===== src/rtl/video_sync_pkg.sv =====
// -----------------------------------------------------------------------------
// video_sync_pkg
// Shared constants and helpers for the video sync/colour conditioner.
//   - Legal packed-colour widths (DW_*) and the default parameter values.
//   - rgb24_t    : expanded 8:8:8 colour, R in the MSBs.
//   - expand_rgb : widens a right-aligned packed colour of width dw to 8 bits
//                  per channel by repeating each field's bits MSB-first.
//                  Widths that are not in the legal list pass through as
//                  8R8G8B.
// -----------------------------------------------------------------------------
package video_sync_pkg;

  localparam int DW_6  = 6;   // 2R2G2B
  localparam int DW_8  = 8;   // 3R3G2B
  localparam int DW_9  = 9;   // 3R3G3B
  localparam int DW_12 = 12;  // 4R4G4B
  localparam int DW_18 = 18;  // 6R6G6B
  localparam int DW_24 = 24;  // 8R8G8B

  localparam int DW_DEFAULT    = DW_8;
  localparam int CNT_W_DEFAULT = 16;

  typedef struct packed {
    logic [7:0] r;
    logic [7:0] g;
    logic [7:0] b;
  } rgb24_t;

  // p holds the packed colour right-aligned, with zeros above bit dw-1.
  function automatic rgb24_t expand_rgb(input int dw, input logic [23:0] p);
    rgb24_t c;
    case (dw)
      DW_6: begin
        c.r = {4{p[5:4]}};
        c.g = {4{p[3:2]}};
        c.b = {4{p[1:0]}};
      end
      DW_8: begin
        c.r = {p[7:5], p[7:5], p[7:6]};
        c.g = {p[4:2], p[4:2], p[4:3]};
        c.b = {4{p[1:0]}};
      end
      DW_9: begin
        c.r = {p[8:6], p[8:6], p[8:7]};
        c.g = {p[5:3], p[5:3], p[5:4]};
        c.b = {p[2:0], p[2:0], p[2:1]};
      end
      DW_12: begin
        c.r = {2{p[11:8]}};
        c.g = {2{p[7:4]}};
        c.b = {2{p[3:0]}};
      end
      DW_18: begin
        c.r = {p[17:12], p[17:16]};
        c.g = {p[11:6],  p[11:10]};
        c.b = {p[5:0],   p[5:4]};
      end
      default: c = p;
    endcase
    return c;
  endfunction

endpackage


===== src/rtl/video_sync_mixer_sync_pol.sv =====
// -----------------------------------------------------------------------------
// sync_pol_norm
// Makes a sync line active-high whatever the source polarity. The durations
// of the most recent high and low phases are measured; the shorter one is
// taken to be the sync pulse, and the raw line is inverted when that pulse
// is low.
//   clk_video : video clock
//   rst_n     : asynchronous active-low reset
//   sync_in   : raw sync, either polarity
//   sync_out  : active-high sync (combinational from sync_in)
// -----------------------------------------------------------------------------
module sync_pol_norm
  import video_sync_pkg::*;
#(
  parameter int CNT_W = CNT_W_DEFAULT
) (
  input  logic clk_video,
  input  logic rst_n,
  input  logic sync_in,
  output logic sync_out
);

  logic             s1_q, s2_q;
  logic [CNT_W-1:0] cnt_q, cnt_d;
  logic [CNT_W-1:0] pos_q, neg_q;
  logic             pol_q;

  // Phase length counter: restarts on every synchronised transition and
  // sticks at all-ones so very long phases still compare as "longest".
  always_comb begin
    cnt_d = cnt_q;
    if (s1_q != s2_q) begin
      cnt_d = '0;
    end else if (cnt_q != '1) begin
      cnt_d = cnt_q + 1'b1;
    end
  end

  always_ff @(posedge clk_video or negedge rst_n) begin
    if (!rst_n) begin
      s1_q  <= 1'b0;
      s2_q  <= 1'b0;
      cnt_q <= '0;
      pos_q <= '0;
      neg_q <= '0;
      pol_q <= 1'b0;
    end else begin
      s1_q  <= sync_in;
      s2_q  <= s1_q;
      cnt_q <= cnt_d;
      // Rising edge closes a low phase, falling edge closes a high phase.
      if (!s2_q && s1_q) neg_q <= cnt_q;
      if (s2_q && !s1_q) pos_q <= cnt_q;
      pol_q <= (pos_q > neg_q);
    end
  end

  // Unsynchronised raw path on purpose: downstream samples this on the
  // pixel enable, so it must track the source without extra delay.
  assign sync_out = sync_in ^ pol_q;

endmodule


===== src/rtl/video_sync_mixer.sv =====
// -----------------------------------------------------------------------------
// video_sync_mixer
// Front-end conditioner between a core's raw pixel/sync outputs and the
// scaler/HDMI path: normalises syncs to active-high, captures one pixel per
// rising edge of ce_pix, widens packed RGB to 8:8:8 and registers the
// VGA-style outputs.
//   clk_video            : video clock
//   rst_n                : asynchronous active-low reset
//   ce_pix               : pixel enable, only its rising edge captures
//   RGB_in[DW]           : packed colour, R,G,B MSB-first
//   HBlank/VBlank        : blanking, active high
//   HSync/VSync          : raw sync, either polarity
//   CE_PIXEL             : one-clock strobe for each new output pixel
//   VGA_R/VGA_G/VGA_B    : 8-bit colour
//   VGA_HS/VGA_VS        : active-high sync
//   VGA_DE               : data enable
// -----------------------------------------------------------------------------
module video_sync_mixer
  import video_sync_pkg::*;
#(
  parameter int DW    = DW_DEFAULT,
  parameter int CNT_W = CNT_W_DEFAULT
) (
  input  logic          clk_video,
  input  logic          rst_n,
  input  logic          ce_pix,
  input  logic [DW-1:0] RGB_in,
  input  logic          HBlank,
  input  logic          VBlank,
  input  logic          HSync,
  input  logic          VSync,
  output logic          CE_PIXEL,
  output logic [7:0]    VGA_R,
  output logic [7:0]    VGA_G,
  output logic [7:0]    VGA_B,
  output logic          VGA_HS,
  output logic          VGA_VS,
  output logic          VGA_DE
);

  logic hs_fix, vs_fix;

  sync_pol_norm #(.CNT_W(CNT_W)) u_hs_pol (
    .clk_video (clk_video),
    .rst_n     (rst_n),
    .sync_in   (HSync),
    .sync_out  (hs_fix)
  );

  sync_pol_norm #(.CNT_W(CNT_W)) u_vs_pol (
    .clk_video (clk_video),
    .rst_n     (rst_n),
    .sync_in   (VSync),
    .sync_out  (vs_fix)
  );

  // ---------------------------------------------------------------- capture
  logic          old_ce_q;
  logic          ce_rise;
  logic          ce_q, ce_d;
  logic [DW-1:0] rgb_fix_q, rgb_fix_d;
  logic          hs_q, hs_d;
  logic          vs_q, vs_d;
  logic          hbl_q, hbl_d;
  logic          vbl_q, vbl_d;

  always_comb begin
    ce_rise   = ce_pix & ~old_ce_q;
    ce_d      = ce_rise;
    rgb_fix_d = rgb_fix_q;
    hs_d      = hs_q;
    vs_d      = vs_q;
    hbl_d     = hbl_q;
    vbl_d     = vbl_q;
    if (ce_rise) begin
      rgb_fix_d = RGB_in;
      hs_d      = hs_fix;
      // VS only moves on a captured HS rise so it lines up with a line start.
      if (!hs_q && hs_fix) vs_d = vs_fix;
      hbl_d     = HBlank;
      // VBL only moves at the end of horizontal blank, never mid-line.
      if (hbl_q && !HBlank) vbl_d = VBlank;
    end
  end

  always_ff @(posedge clk_video or negedge rst_n) begin
    if (!rst_n) begin
      old_ce_q  <= 1'b0;
      ce_q      <= 1'b0;
      rgb_fix_q <= '0;
      hs_q      <= 1'b0;
      vs_q      <= 1'b0;
      hbl_q     <= 1'b0;
      vbl_q     <= 1'b0;
    end else begin
      old_ce_q  <= ce_pix;
      ce_q      <= ce_d;
      rgb_fix_q <= rgb_fix_d;
      hs_q      <= hs_d;
      vs_q      <= vs_d;
      hbl_q     <= hbl_d;
      vbl_q     <= vbl_d;
    end
  end

  // -------------------------------------------------------------- expansion
  logic [23:0] rgb_pad;
  rgb24_t      rgb_exp;

  generate
    if (DW >= 24) begin : g_pad_wide
      assign rgb_pad = rgb_fix_q[23:0];
    end else begin : g_pad_narrow
      assign rgb_pad = {{(24-DW){1'b0}}, rgb_fix_q};
    end
  endgenerate

  assign rgb_exp = expand_rgb(DW, rgb_pad);

  // ----------------------------------------------------------------- output
  logic       ce_pixel_q;
  logic [7:0] vga_r_q, vga_g_q, vga_b_q;
  logic       vga_hs_q, vga_vs_q, vga_de_q;

  always_ff @(posedge clk_video or negedge rst_n) begin
    if (!rst_n) begin
      ce_pixel_q <= 1'b0;
      vga_r_q    <= '0;
      vga_g_q    <= '0;
      vga_b_q    <= '0;
      vga_hs_q   <= 1'b0;
      vga_vs_q   <= 1'b0;
      vga_de_q   <= 1'b0;
    end else begin
      ce_pixel_q <= ce_q;
      if (ce_q) begin
        vga_r_q  <= rgb_exp.r;
        vga_g_q  <= rgb_exp.g;
        vga_b_q  <= rgb_exp.b;
        vga_hs_q <= hs_q;
        vga_vs_q <= vs_q;
        vga_de_q <= ~(hbl_q | vbl_q);
      end
    end
  end

  assign CE_PIXEL = ce_pixel_q;
  assign VGA_R    = vga_r_q;
  assign VGA_G    = vga_g_q;
  assign VGA_B    = vga_b_q;
  assign VGA_HS   = vga_hs_q;
  assign VGA_VS   = vga_vs_q;
  assign VGA_DE   = vga_de_q;

endmodule


===== config.mk =====
export PLATFORM = sky130hd
export DESIGN_NAME = video_sync_mixer
export DESIGN_NICKNAME = d
export VERILOG_FILES = /design/src/rtl/video_sync_pkg.sv /design/src/rtl/video_sync_mixer_sync_pol.sv /design/src/rtl/video_sync_mixer.sv
export SDC_FILE = /design/constraint.sdc
export NUM_CORES = 1
export LEC_CHECK = 0
export ABC_AREA = 0
export BUFFER_PORTS_ARGS = -buffer_cell sky130_fd_sc_hd__buf_2
export CAP_MARGIN = 30
export CORE_MARGIN = 2
export CORE_UTILIZATION = 54
export DETAILED_ROUTE_END_ITERATION = 16
export GPL_TIMING_DRIVEN = 0
export PLACE_DENSITY = 0.71
export SYNTH_ARGS = -nofsm -noshare
export SYNTH_HDL_FRONTEND = slang
export SYNTH_SLANG_ARGS = --single-unit
export TNS_END_PERCENT = 10

===== constraint.sdc =====
create_clock -name clk_video -period 1.7 [get_ports clk_video]
set_input_delay 0.17 -clock clk_video [delete_from_list [all_inputs] [get_ports clk_video]]
set_output_delay 0.17 -clock clk_video [all_outputs]
set_load 0.1 [all_outputs]

==> results of run 1 <==
[synth_stat cells (2+ instances only)]
cell	count	area, um^2
dfrtp_1	128	3200
nand2_1	55	206
mux2_2	53	597
o21ai_0	46	230
inv_1	44	165
ha_1	38	475
a21oi_1	27	135
buf_4	17	128
clkbuf_1	12	45.0
nand4_1	11	68.8
nor2_1	11	41.3
nand3_1	10	50.1
o31ai_1	7	52.6
a31oi_1	6	37.5
mux2i_1	6	60.1
nor3_1	6	30.0
or4_1	6	45.0
and2_1	5	31.3
and3_1	5	31.3
nand2b_1	5	31.3
a211oi_1	4	30.0
xor2_1	4	35.0
a21boi_0	3	22.5
nor2b_1	3	18.8
o31a_1	3	26.3
a21o_1	2	15.0
a221o_1	2	20.0
a311oi_1	2	17.5
and4_1	2	17.5
buf_2	2	10.0
nor4_1	2	12.5
o311ai_0	2	17.5
o41ai_1	2	17.5
or3_1	2	12.5
[cell usage in the layout (no fill, tap or decap), types with 5 or more instances in the layout]
cell	count
nand2_1	54
buf_2	43
dfrtp_2	13
nand2b_1	5
mux2i_1	6
ha_1	32
or4_1	6
and2_1	5
clkbuf_16	17
a21oi_1	25
dlygate4sd3_1	14
nand3_1	9
buf_4	24
a31oi_1	6
o21ai_0	46
nand4_1	11
nor2_1	10
mux2_2	53
dfrtp_1	115
inv_1	44
o31ai_1	7
clkbuf_1	15
[metrics by stage]
stage	utilization	hold slack (ns)	setup TNS [ns]
after floorplan	-	-0.126	0
after global placement	0.595	0.290	-148.97
after detailed placement	0.598	0.0857	-7.11
after CTS	0.666	0.219	-0.00696
after global routing	0.680	0.242	-0.185
final	0.680	0.214	0
[state kept, by name (all words and copies together) (netlist names), 2 cells and up]
name and cells:
u_hs_pol.cnt_q 16, u_hs_pol.neg_q 16, u_hs_pol.pos_q 16, u_vs_pol.cnt_q 16, u_vs_pol.neg_q 16, u_vs_pol.pos_q 16, rgb_fix_q 8, VGA_G 3
VGA_R 3, VGA_B 2
[report_power, final]
group,total [W],switching (W),leakage [nW],internal [W]
Clock,0.00340,0.00124,0.271,0.00216
Sequential,0.00348,0.000185,1.69,0.00330
Combinational,0.00231,0.00174,1.45,0.000574
[cells by family after synthesis]
logic type	share of synthesized area
fa+ha+maj	0.0777
flops	0.524
xor+xnor	0.00716
simple gates	0.115
mux	0.107
compound gates	0.109
buf+inv	0.0605
[worst max path at each step]
| stage | end | slack (ns) |
|---|---|---|
| finish | u_hs_pol.pol_q | 0.005 |
| global placement | u_vs_pol.cnt_q[11] | -1.13 |
| CTS | u_vs_pol.cnt_q[11] | -0.007 |
| global route | u_vs_pol.pol_q | -0.09 |
| floorplan | u_hs_pol.pos_q[10] | 0.06 |
| detailed placement | u_hs_pol.pos_q[13] | -0.30 |
[area by class of cell]
type                    count  area (um^2)  share of cell area
clock buffers              27          503              0.0676
flip-flops and latches    128         3220               0.433
clock inverters             5         52.6             0.00706
well taps                 140          175              0.0235
multi-input cells         345         2670               0.359
repair buffers             65          448              0.0602
plain buffers              32          203              0.0272
inverters                  46          173              0.0232
[per-layer routing]
| layer | vias up | share of wire | GRT usage |
|---|---|---|---|
| met1 | 2182 | 0.45 | 0.279 |
| li1 | 2120 | - | - |
| met2 | 93 | 0.49 | 0.352 |
| met3 | 16 | 0.048 | 0.0554 |
| met5 | - | 0 | 0 |
| met4 | 0 | 0.014 | 0.0842 |
[repair_timing]
item / 4_1_cts / 5_1_grt
pin swaps: 3 / 9
setup buffers: 1 / 7
hold endpoints to repair: 47 / 0
gates resized for setup: 13 / 31
hold buffers: 14 / 0
endpoints found under the setup margin: 38 / 36
==> metrics.cfg, run 1 <==
[outcome]
status = finished, final reports clean

[synth]
synth_edf_count = 0
synth.cell_area_um2 = 6120
syn_area_per_cell_um2 = 11.1
synth_top_flop_cell = dfrtp_1
yosys_warnings = 0
ys_types = 53
seq_area_frac_synth = 0.524
yosys_register_bits = 128
syn_inst = 552
syn_nets = 605
async_flop_share = 1.00

[clock_network]
clockBufferDepth = 2
cts_buffers = 17
cts_tree = built
cts.reportedPaths.clkPinSlew_ns = 0.05
root_buffer = clkbuf_16
clkLatencyLatePin_ns = 0.42
cts_max_level = 4
cts_sinks = 128

[critical_path]
critPathKind = reg2reg
rr_worst_depth = 6
cp_num_cells = 6
worstReg2RegEnd = u_hs_pol.pol_q
path_max_fanout = 3
startpoint_type = flop
r2r_start = u_hs_pol.neg_q[15]
crit_arrival_ns = 1.99
rrSetupSlack_ns = 0.005
slowest_stage = dfrtp_1
worstPathCellList = inv_1 -> ha_1 -> nand4_1 -> nor2_1 -> a221o_1 -> o31a_1
critPathLaunch = u_hs_pol.neg_q[15]
worstPathRequired_ns = 2.00
cp_slowest_stage_delay_ns = 0.33
worst-path-buf-inv = 1
cp-end-kind = flop
cp_top_family = compound AO/OA/AOI/OAI gates

[final_layout]
fill_cells = 778
layout.cells.non_filler = 788
layout-drive-gt1-share = 0.296
area_growth_pct = 21.6
antenna_cells = 0
finalInstanceArea_um2 = 7440
final_nets = 688

[sta]
hold_viol_final = 0
drv_slew = 0
period_share = 0.997
fin_skew_ns = 0.0103
fmax_mhz = 590
setup_viol = 0
max_slew.worst_pin.slew_ns = 0.576
fin_ws_ns = 0.00541
rsz0062_at_grt = true
layout_min_cycle_time_ns = 1.69
maxSlewHeadroom = 0.616

[run]
drv_cap = 0

[global_route]
grt_pass1_wl_um = 21300
grt_usage = 0.216
grt_pass1_vias = 4501
grt.overflow.total = 0
grt_start_max_net_pins = 95
antenna_found_initial = 0

[detailed_routing]
drtAntennaViolNets = 0
wl_per_cell_um = 16.0
routed_wirelength_um = 12600
first_pass_iters = 4
drt-initial-drc-count = 287
vias = 4411
via_per_inst = 5.60
drc_errors = 0

[power]
p_per_area_nw_per_um2 = 1240
vdd_ir_drop_max_mv = 1.61
p_leak_nw = 3.41
total_power_w = 0.00919

[die]
die_w_um = 110
row_count = 38
io_pins = 43
initial_core_util = 0.559
die_area_um2 = 12200
die_h_um = 110
coreArea_um2 = 10900

[place]
routabilityCongestion = 0.830
portBuffers = 42
placed_cells = 735
dpl.hpwl_um = 8270
pre_cts_ws_ns = -0.298
dpl_cell_area_um2 = 6540

[worst_hold_path]
holdCritPathClass = in2async

No activity file was read; power rests on OpenSTA's default activity.
==> inputs of run 2 (changes only) <==
--- a/config.mk
+++ b/config.mk
@@ -9,11 +9,12 @@
 export BUFFER_PORTS_ARGS = -buffer_cell sky130_fd_sc_hd__buf_2
 export CAP_MARGIN = 30
 export CORE_MARGIN = 2
-export CORE_UTILIZATION = 54
+export CORE_UTILIZATION = 55
 export DETAILED_ROUTE_END_ITERATION = 16
 export GPL_TIMING_DRIVEN = 0
-export PLACE_DENSITY = 0.71
+export PLACE_DENSITY = 0.72
 export SYNTH_ARGS = -nofsm -noshare
 export SYNTH_HDL_FRONTEND = slang
+export SYNTH_HIERARCHICAL = 1
 export SYNTH_SLANG_ARGS = --single-unit
 export TNS_END_PERCENT = 10
==> constraint.sdc (replaced) <==
create_clock -name clk_video -period 1.7 [get_ports clk_video]
set_input_delay 0.17 -clock clk_video [delete_from_list [all_inputs] [get_ports clk_video]]
set_output_delay 0.17 -clock clk_video [all_outputs]
set_load 0.02 [all_outputs]
==> run 2 against run 1 <==
  * Non-clock buffer count grew 9
  * Sequential power is essentially flat
  * First-iteration DRC count is 1.0% higher
  * Die area grew 2.0%
  * Synthesized cell count grew 2.9%
  * Final cell count grew 2.9%
  * The run now ends with setup timing left
  * Wire length grew 9.6%
==> metrics.cfg, run 2 <==
[outcome]
status = finished with violations  ; was finished, final reports clean
violations = setup timing

[die]
io_pins = 43  ; unchanged
die_area_um2 = 12400  ; was 12200 um^2
initial_core_util = 0.559  ; about the same
coreArea_um2 = 11400  ; was 10900 um^2
die_h_um = 112  ; was 110 um
die_w_um = 112  ; was 110 um
row_count = 39  ; was 38

[sta]
fin_ws_ns = -0.00145  ; was 0.00541 ns
maxSlewHeadroom = 0.611  ; was 0.616
setup_viol = 1  ; was 0
fin_skew_ns = 0.00782  ; was 0.0103 ns
drv_slew = 0  ; unchanged
hold_viol_final = 0  ; unchanged
rsz0062_at_grt = true  ; unchanged
period_share = 1.00  ; was 0.997
fmax_mhz = 588  ; was 590 MHz
layout_min_cycle_time_ns = 1.70  ; was 1.69 ns
max_slew.worst_pin.slew_ns = 0.583  ; was 0.576 ns
holdWs_ns = 0.274  ; was 0.214 ns

[clock_network]
cts.reportedPaths.clkPinSlew_ns = 0.06  ; was 0.05 ns
root_buffer = clkbuf_16  ; unchanged
clockBufferDepth = 2  ; unchanged
clkLatencyLatePin_ns = 0.42  ; about the same
cts_buffers = 17  ; unchanged
cts_tree = built  ; unchanged
cts_sinks = 128  ; unchanged
cts_max_level = 4  ; unchanged

[synth]
ys_types = 55  ; was 53
seq_area_frac_synth = 0.504  ; was 0.524
syn_area_per_cell_um2 = 11.2  ; was 11.1 um^2
synth-compound-area-share = 0.0972  ; was 0.109
syn_nets = 621  ; was 605
synth.cell_area_um2 = 6360  ; was 6120 um^2
yosys.area_share.simple = 0.136  ; was 0.115
syn_inst = 568  ; was 552
synthAdderAreaFrac = 0.0748  ; was 0.0777
async_flop_share = 1.00  ; unchanged
synth_most_common_cell = dfrtp_1  ; unchanged
synth_top_family_by_area = simple AND/OR/NAND/NOR gates  ; unchanged
synthMuxAreaShare = 0.121  ; was 0.107
yosys_register_bits = 128  ; unchanged
synthTopCellsByCount = 128 x dfrtp_1, 56 x nand2_1, 45 x inv_1  ; was 128 x dfrtp_1, 55 x nand2_1, 53 x mux2_2
ys_top_cells_by_area = dfrtp_1 50%, mux2_2 7.8%, ha_1 7.5%, nand2_1 3.3%, o21ai_0 3.2%  ; was dfrtp_1 52%, mux2_2 9.8%, ha_1 7.8%, o21ai_0 3.8%, nand2_1 3.4%
yosys.area.top_type = dfrtp_1  ; unchanged
yosys_warnings = 6  ; was 0
synth_top_area_frac = 0.504  ; was 0.524
synth_top_flop_cell = dfrtp_1  ; unchanged
synth_edf_count = 0  ; unchanged
yosys.area_share.xor_xnor = 0.00413  ; was 0.00716

[detailed_routing]
routed_wirelength_um = 13800  ; was 12600 um
via_per_inst = 5.73  ; was 5.60
drt-initial-drc-count = 290  ; was 287
vias = 4651  ; was 4411
drc_errors = 0  ; unchanged
first_pass_iters = 5  ; was 4
drtAntennaViolNets = 0  ; unchanged
wl_per_cell_um = 17.0  ; was 16.0 um

[global_route]
antenna_found_initial = 0  ; unchanged
grt_usage = 0.222  ; was 0.216
grt_pass1_vias = 4585  ; was 4501
grt.overflow.total = 0  ; unchanged
grt_start_max_net_pins = 76  ; was 95
grt_pass1_wl_um = 22100  ; was 21300 um

[critical_path]
crit_arrival_ns = 2.05  ; was 1.99 ns
rr_worst_depth = 5  ; was 6
startpoint_type = flop  ; unchanged
r2r_start = u_hs_pol/cnt_q[0]  ; was u_hs_pol.neg_q[15]
worstReg2RegEnd = u_hs_pol/cnt_q[14]  ; was u_hs_pol.pol_q
rrSetupSlack_ns = -0.001  ; was 0.005 ns
critPathKind = reg2reg  ; unchanged
cp-end-kind = flop  ; unchanged
worstPathRequired_ns = 2.05  ; was 2.00 ns
path_max_fanout = 7  ; was 3

[final_layout]
antenna_cells = 0  ; unchanged
fill_cells = 797  ; was 778
layout_common_cells = 117 x dfrtp_1, 53 x nand2_1, 45 x buf_2  ; was 115 x dfrtp_1, 54 x nand2_1, 53 x mux2_2
finalInstanceArea_um2 = 7870  ; was 7440 um^2
layout.cells.non_filler = 811  ; was 788
layout-drive-gt1-share = 0.347  ; was 0.296
area_growth_pct = 23.8  ; was 21.6%
final_nets = 708  ; was 688
fin_util = 0.692  ; was 0.680
layout_commonest_cell = dfrtp_1  ; unchanged

[power]
p_per_area_nw_per_um2 = 1090  ; was 1240 nW/um^2
p_leak_nw = 3.64  ; was 3.41 nW
vdd_ir_drop_max_mv = 1.09  ; was 1.61 mV

[worst_hold_path]
holdCritPathClass = in2async  ; unchanged

[place]
placed_cells = 754  ; was 735
portBuffers = 42  ; unchanged
dpl_cell_area_um2 = 6800  ; was 6540 um^2
dpl.hpwl_um = 8490  ; was 8270 um
routabilityCongestion = 0.811  ; was 0.830

[run]
drv_cap = 0  ; unchanged

==> run 2: how the worst max path moves through the flow <==
stage                        from            endpoint  slack (ns)  depth (start not counted)
3_5_place_dp        u_vs_pol/s1_q   u_vs_pol/cnt_q[8]       -0.31                          6
4_1_cts         u_hs_pol/cnt_q[1]  u_hs_pol/cnt_q[14]       -0.14                          6
2_1_floorplan   u_hs_pol/cnt_q[1]  u_hs_pol/cnt_q[14]      -0.008                          6
5_1_grt        u_hs_pol/cnt_q[13]   u_hs_pol/cnt_q[4]       -0.12                          4
6_report        u_hs_pol/cnt_q[0]  u_hs_pol/cnt_q[14]      -0.001                          5
3_3_place_gp                rst_n   u_hs_pol/cnt_q[5]       -1.17                          1
==> run 2: cells by family (layout without fill, tap and decap cells) <==
| group | count (synthesis) | in the layout |
|---|---|---|
| muxes | 66 | 66 |
| adders and majority gates | 38 | 38 |
| DFF | 128 | 128 |
| and+or+nand+nor | 149 | 149 |
| AOI/OAI and AO/OA | 101 | 101 |
| xor gates and xnor gates | 3 | 3 |
| buffers and inverters | 83 | 183 |
==> run 2: layer usage <==
| layer | vias up | GRT usage | share of wire |
|---|---|---|---|
| li1 | 2176 | - | - |
| met1 | 2340 | 0.299 | 0.45 |
| met4 | 0 | 0.0782 | 0.016 |
| met2 | 115 | 0.363 | 0.49 |
| met5 | - | 0 | 0 |
| met3 | 20 | 0.0452 | 0.040 |
==> run 2: critical path, cell delays in order (launching register included) <==
cell and delay (ns):
dfrtp_2 0.40, ha_4 0.16, inv_2 0.06, or3_4 0.37
or4_4 0.49, a21oi_2 0.14
==> run 2: metrics by stage <==
stage	power (W)	setup TNS [ns]	setup slack (ns)
after floorplan	0.00439	-0.00824	-0.00824
after global placement	0.00476	-153.89	-1.17
after detailed placement	0.00481	-6.97	-0.313
after CTS	0.00855	-0.284	-0.135
after global routing	0.00891	-0.525	-0.122
final	0.00855	-0.00145	-0.00145
==> run 2: power by group <==
part | leakage [nW] | switching (W) | internal (W)
registers | 1.69 | 0.000181 | 0.00330
clock network | 0.288 | 0.00134 | 0.00233
logic | 1.66 | 0.000733 | 0.000660
==> run 2: layout make-up <==
type / instances / area (um^2) / area share
multi-input combinational: 357 / 2970 / 0.378
inverter: 45 / 169 / 0.0215
clock buffer: 18 / 439 / 0.0558
sequential: 128 / 3220 / 0.409
clock inverter: 14 / 166 / 0.0211
timing repair buffer: 73 / 504 / 0.0641
tap: 143 / 179 / 0.0227
buffer: 33 / 223 / 0.0283
==> run 2: timing repair <==
action | in CTS | in global routing
setup buffers | 0 | 16
gates resized for setup | 15 | 42
endpoints found under the hold margin | 66 | 0
pin swaps | 0 | 18
setup endpoints to repair | 45 | 29
hold buffers | 14 | 0
==> inputs of run 3 (changes only) <==
--- a/config.mk
+++ b/config.mk
@@ -12,7 +12,7 @@
 export CORE_UTILIZATION = 55
 export DETAILED_ROUTE_END_ITERATION = 16
 export GPL_TIMING_DRIVEN = 0
-export PLACE_DENSITY = 0.72
+export PLACE_DENSITY = 0.7
 export SYNTH_ARGS = -nofsm -noshare
 export SYNTH_HDL_FRONTEND = slang
 export SYNTH_HIERARCHICAL = 1
==> constraint.sdc (replaced) <==
create_clock -name clk_video -period 2.1 [get_ports clk_video]
set_input_delay 0.21 -clock clk_video [delete_from_list [all_inputs] [get_ports clk_video]]
set_output_delay 0.21 -clock clk_video [all_outputs]
set_load 0.02 [all_outputs]
==> run 3 against run 2 <==
  * Critical path type unchanged
  * Global-route usage fell by 0.80 points
  * Clock-buffer cell count increased by 4
  * First-iteration DRC count down 14%
  * Core utilization fell by 4.3 points
  * Via count shrank 4.0%
  * Maximum frequency down 16%
  * Sequential cell count unchanged
  * Sequential share of layout area increased by 2.5 points
  * Clock skew decreased by 0.00078 ns
  * Wire length shrank 11%
  * Register-to-register slack better by 0.09 ns
  * Die area is the same
  * The run now ends clean
==> metrics.cfg, run 3 (synthesis results as in run 2) <==
[die]
row_count = 39  ; unchanged
io_pins = 43  ; unchanged
initial_core_util = 0.559  ; unchanged
die_area_um2 = 12400  ; unchanged
die_h_um = 112  ; unchanged
coreArea_um2 = 11400  ; unchanged
die_w_um = 112  ; unchanged

[critical_path]
cp-end-kind = flop  ; unchanged
critPathLaunch = u_hs_pol/cnt_q[1]  ; was u_hs_pol/cnt_q[0]
r2r_start = u_hs_pol/cnt_q[1]  ; was u_hs_pol/cnt_q[0]
rr_worst_depth = 6  ; was 5
startpoint_type = flop  ; unchanged
rrSetupSlack_ns = 0.09  ; was -0.001 ns
cp-endpoint = u_hs_pol/cnt_q[14]  ; unchanged
path_max_fanout = 7  ; unchanged
crit_arrival_ns = 2.35  ; was 2.05 ns
worstPathRequired_ns = 2.43  ; was 2.05 ns
critPathKind = reg2reg  ; unchanged
worstReg2RegEnd = u_hs_pol/cnt_q[14]  ; unchanged

[final_layout]
antenna_cells = 0  ; unchanged
fill_cells = 874  ; was 797
area_growth_pct = 16.2  ; was 23.8%
layout_commonest_cell = dfrtp_1  ; unchanged
finalInstanceArea_um2 = 7390  ; was 7870 um^2
layout-drive-gt1-share = 0.264  ; was 0.347
final_nets = 687  ; was 708
layout_common_cells = 126 x dfrtp_1, 56 x nand2_1, 47 x buf_2  ; was 117 x dfrtp_1, 53 x nand2_1, 45 x buf_2

[global_route]
grt_pass1_wl_um = 21400  ; was 22100 um
antenna_found_initial = 0  ; unchanged
grt_start_max_net_pins = 90  ; was 76
grt_usage = 0.214  ; was 0.222
grt_pass1_vias = 4378  ; was 4585
grt.overflow.total = 0  ; unchanged

[power]
swShare = 0.260  ; was 0.263
power_frac_seq = 0.427  ; was 0.408
p_leak_nw = 3.46  ; was 3.64 nW
vdd_ir_drop_max_mv = 0.680  ; was 1.09 mV
internal_power_w = 0.00487  ; was 0.00630 W
clkPwrFrac = 0.415  ; was 0.429
p_per_area_nw_per_um2 = 891  ; was 1090 nW/um^2
total_power_w = 0.00658  ; was 0.00855 W
power_frac_comb = 0.157  ; was 0.163
net-switching-power_w = 0.00171  ; was 0.00225 W

[clock_network]
root_buffer = clkbuf_16  ; unchanged
cts_tree = built  ; unchanged
cts_max_level = 4  ; unchanged
cts.reportedPaths.clkPinSlew_ns = 0.05  ; was 0.06 ns
clkLatencyLatePin_ns = 0.41  ; was 0.42 ns
cts_buffers = 17  ; unchanged
cts_sinks = 128  ; unchanged
clockBufferDepth = 2  ; unchanged

[sta]
hold_viol_final = 0  ; unchanged
layout_min_cycle_time_ns = 2.01  ; was 1.70 ns
maxSlewHeadroom = 0.592  ; was 0.611
drv_slew = 0  ; unchanged
max_slew.worst_pin.slew_ns = 0.608  ; was 0.583 ns
rsz0062_at_grt = false  ; was true
fmax_mhz = 497  ; was 588 MHz
period_share = 0.959  ; was 1.00
fin_skew_ns = 0.00704  ; was 0.00782 ns
setup_viol = 0  ; was 1
fin_setup_tns_ns = 0  ; was -0.00145 ns

[place]
portBuffers = 42  ; unchanged
routabilityCongestion = 0.810  ; was 0.811
dpl_cell_area_um2 = 6780  ; was 6800 um^2
dpl.hpwl_um = 8600  ; was 8490 um

[detailed_routing]
routed_wirelength_um = 12300  ; was 13800 um
vias = 4466  ; was 4651
via_per_inst = 5.65  ; was 5.73
wl_per_cell_um = 15.5  ; was 17.0 um
first_pass_iters = 5  ; unchanged
drtAntennaViolNets = 0  ; unchanged
drc_errors = 0  ; unchanged
drt-initial-drc-count = 248  ; was 290

[outcome]
status = finished, final reports clean  ; was finished with violations

[worst_hold_path]
holdCritPathClass = in2reg  ; was in2async
timing.hold.worst.start = RGB_in[2]

[run]
drv_cap = 0  ; unchanged

run 3: area by class of cell:
type                    count  area [um^2]  share of cell area
well taps                 143          179              0.0242
flip-flops and latches    128         3210               0.434
multi-input cells         357         2760               0.373
clock inverters            10         86.3              0.0117
clock buffers              22          474              0.0642
plain buffers              38          230              0.0312
inverters                  45          169              0.0229
repair buffers             47          284              0.0384
run 3: layer usage:
layer  vias up  routed length, um  GRT usage
li1       2129                  -          -
met1      2215               5950      0.297
met2       113               5670      0.333
met3         9                564     0.0593
met4         0                 89     0.0683
met5         -                  0          0
run 3: stage by stage:
stage          instances  hold slack [ns]  setup slack, ns  utilization
2_1_floorplan        568          -0.0856            0.248            -
3_3_place_gp         753            0.352           -0.770        0.593
3_5_place_dp         754            0.142           0.0195        0.596
4_1_cts              790           0.0201           0.0473        0.649
5_1_grt              790           0.0183           0.0111        0.650
6_report             790           0.0349           0.0862        0.650
run 3: timing repair:
item | CTS | global route
buffers inserted | 0 | 0
hold buffers | 4 | 0
gates resized for setup | 1 | 3
hold endpoints to repair | 42 | 0
endpoints found under the setup margin | 1 | 10
run 3: how the worst min path moves through the flow:
stage / to / slack (ns) / cells after the start
detailed placement: u_vs_pol/cnt_q[4] / 0.14 / 1
floorplan: CE_PIXEL / -0.09 / 0
global placement: u_vs_pol/s1_q / 0.35 / 1
global route: vbl_q / 0.02 / 2
CTS: rgb_fix_q[2] / 0.02 / 2
finish: rgb_fix_q[2] / 0.03 / 2
run 3: worst max-delay path: stages (launching register included):
cell     delay, ns
dfrtp_2       0.41
ha_2          0.26
inv_1         0.10
or3_1         0.36
buf_2         0.17
or4_1         0.48
a21oi_1       0.16
run 3: power groups by stage:
stage               logic (W)  clock network [W]  registers (W)
finish                0.00103            0.00273        0.00281
CTS                   0.00105            0.00279        0.00281
floorplan            0.000646                  0        0.00290
global placement      0.00100                  0        0.00284
detailed placement    0.00103                  0        0.00285
global route          0.00113            0.00291        0.00284
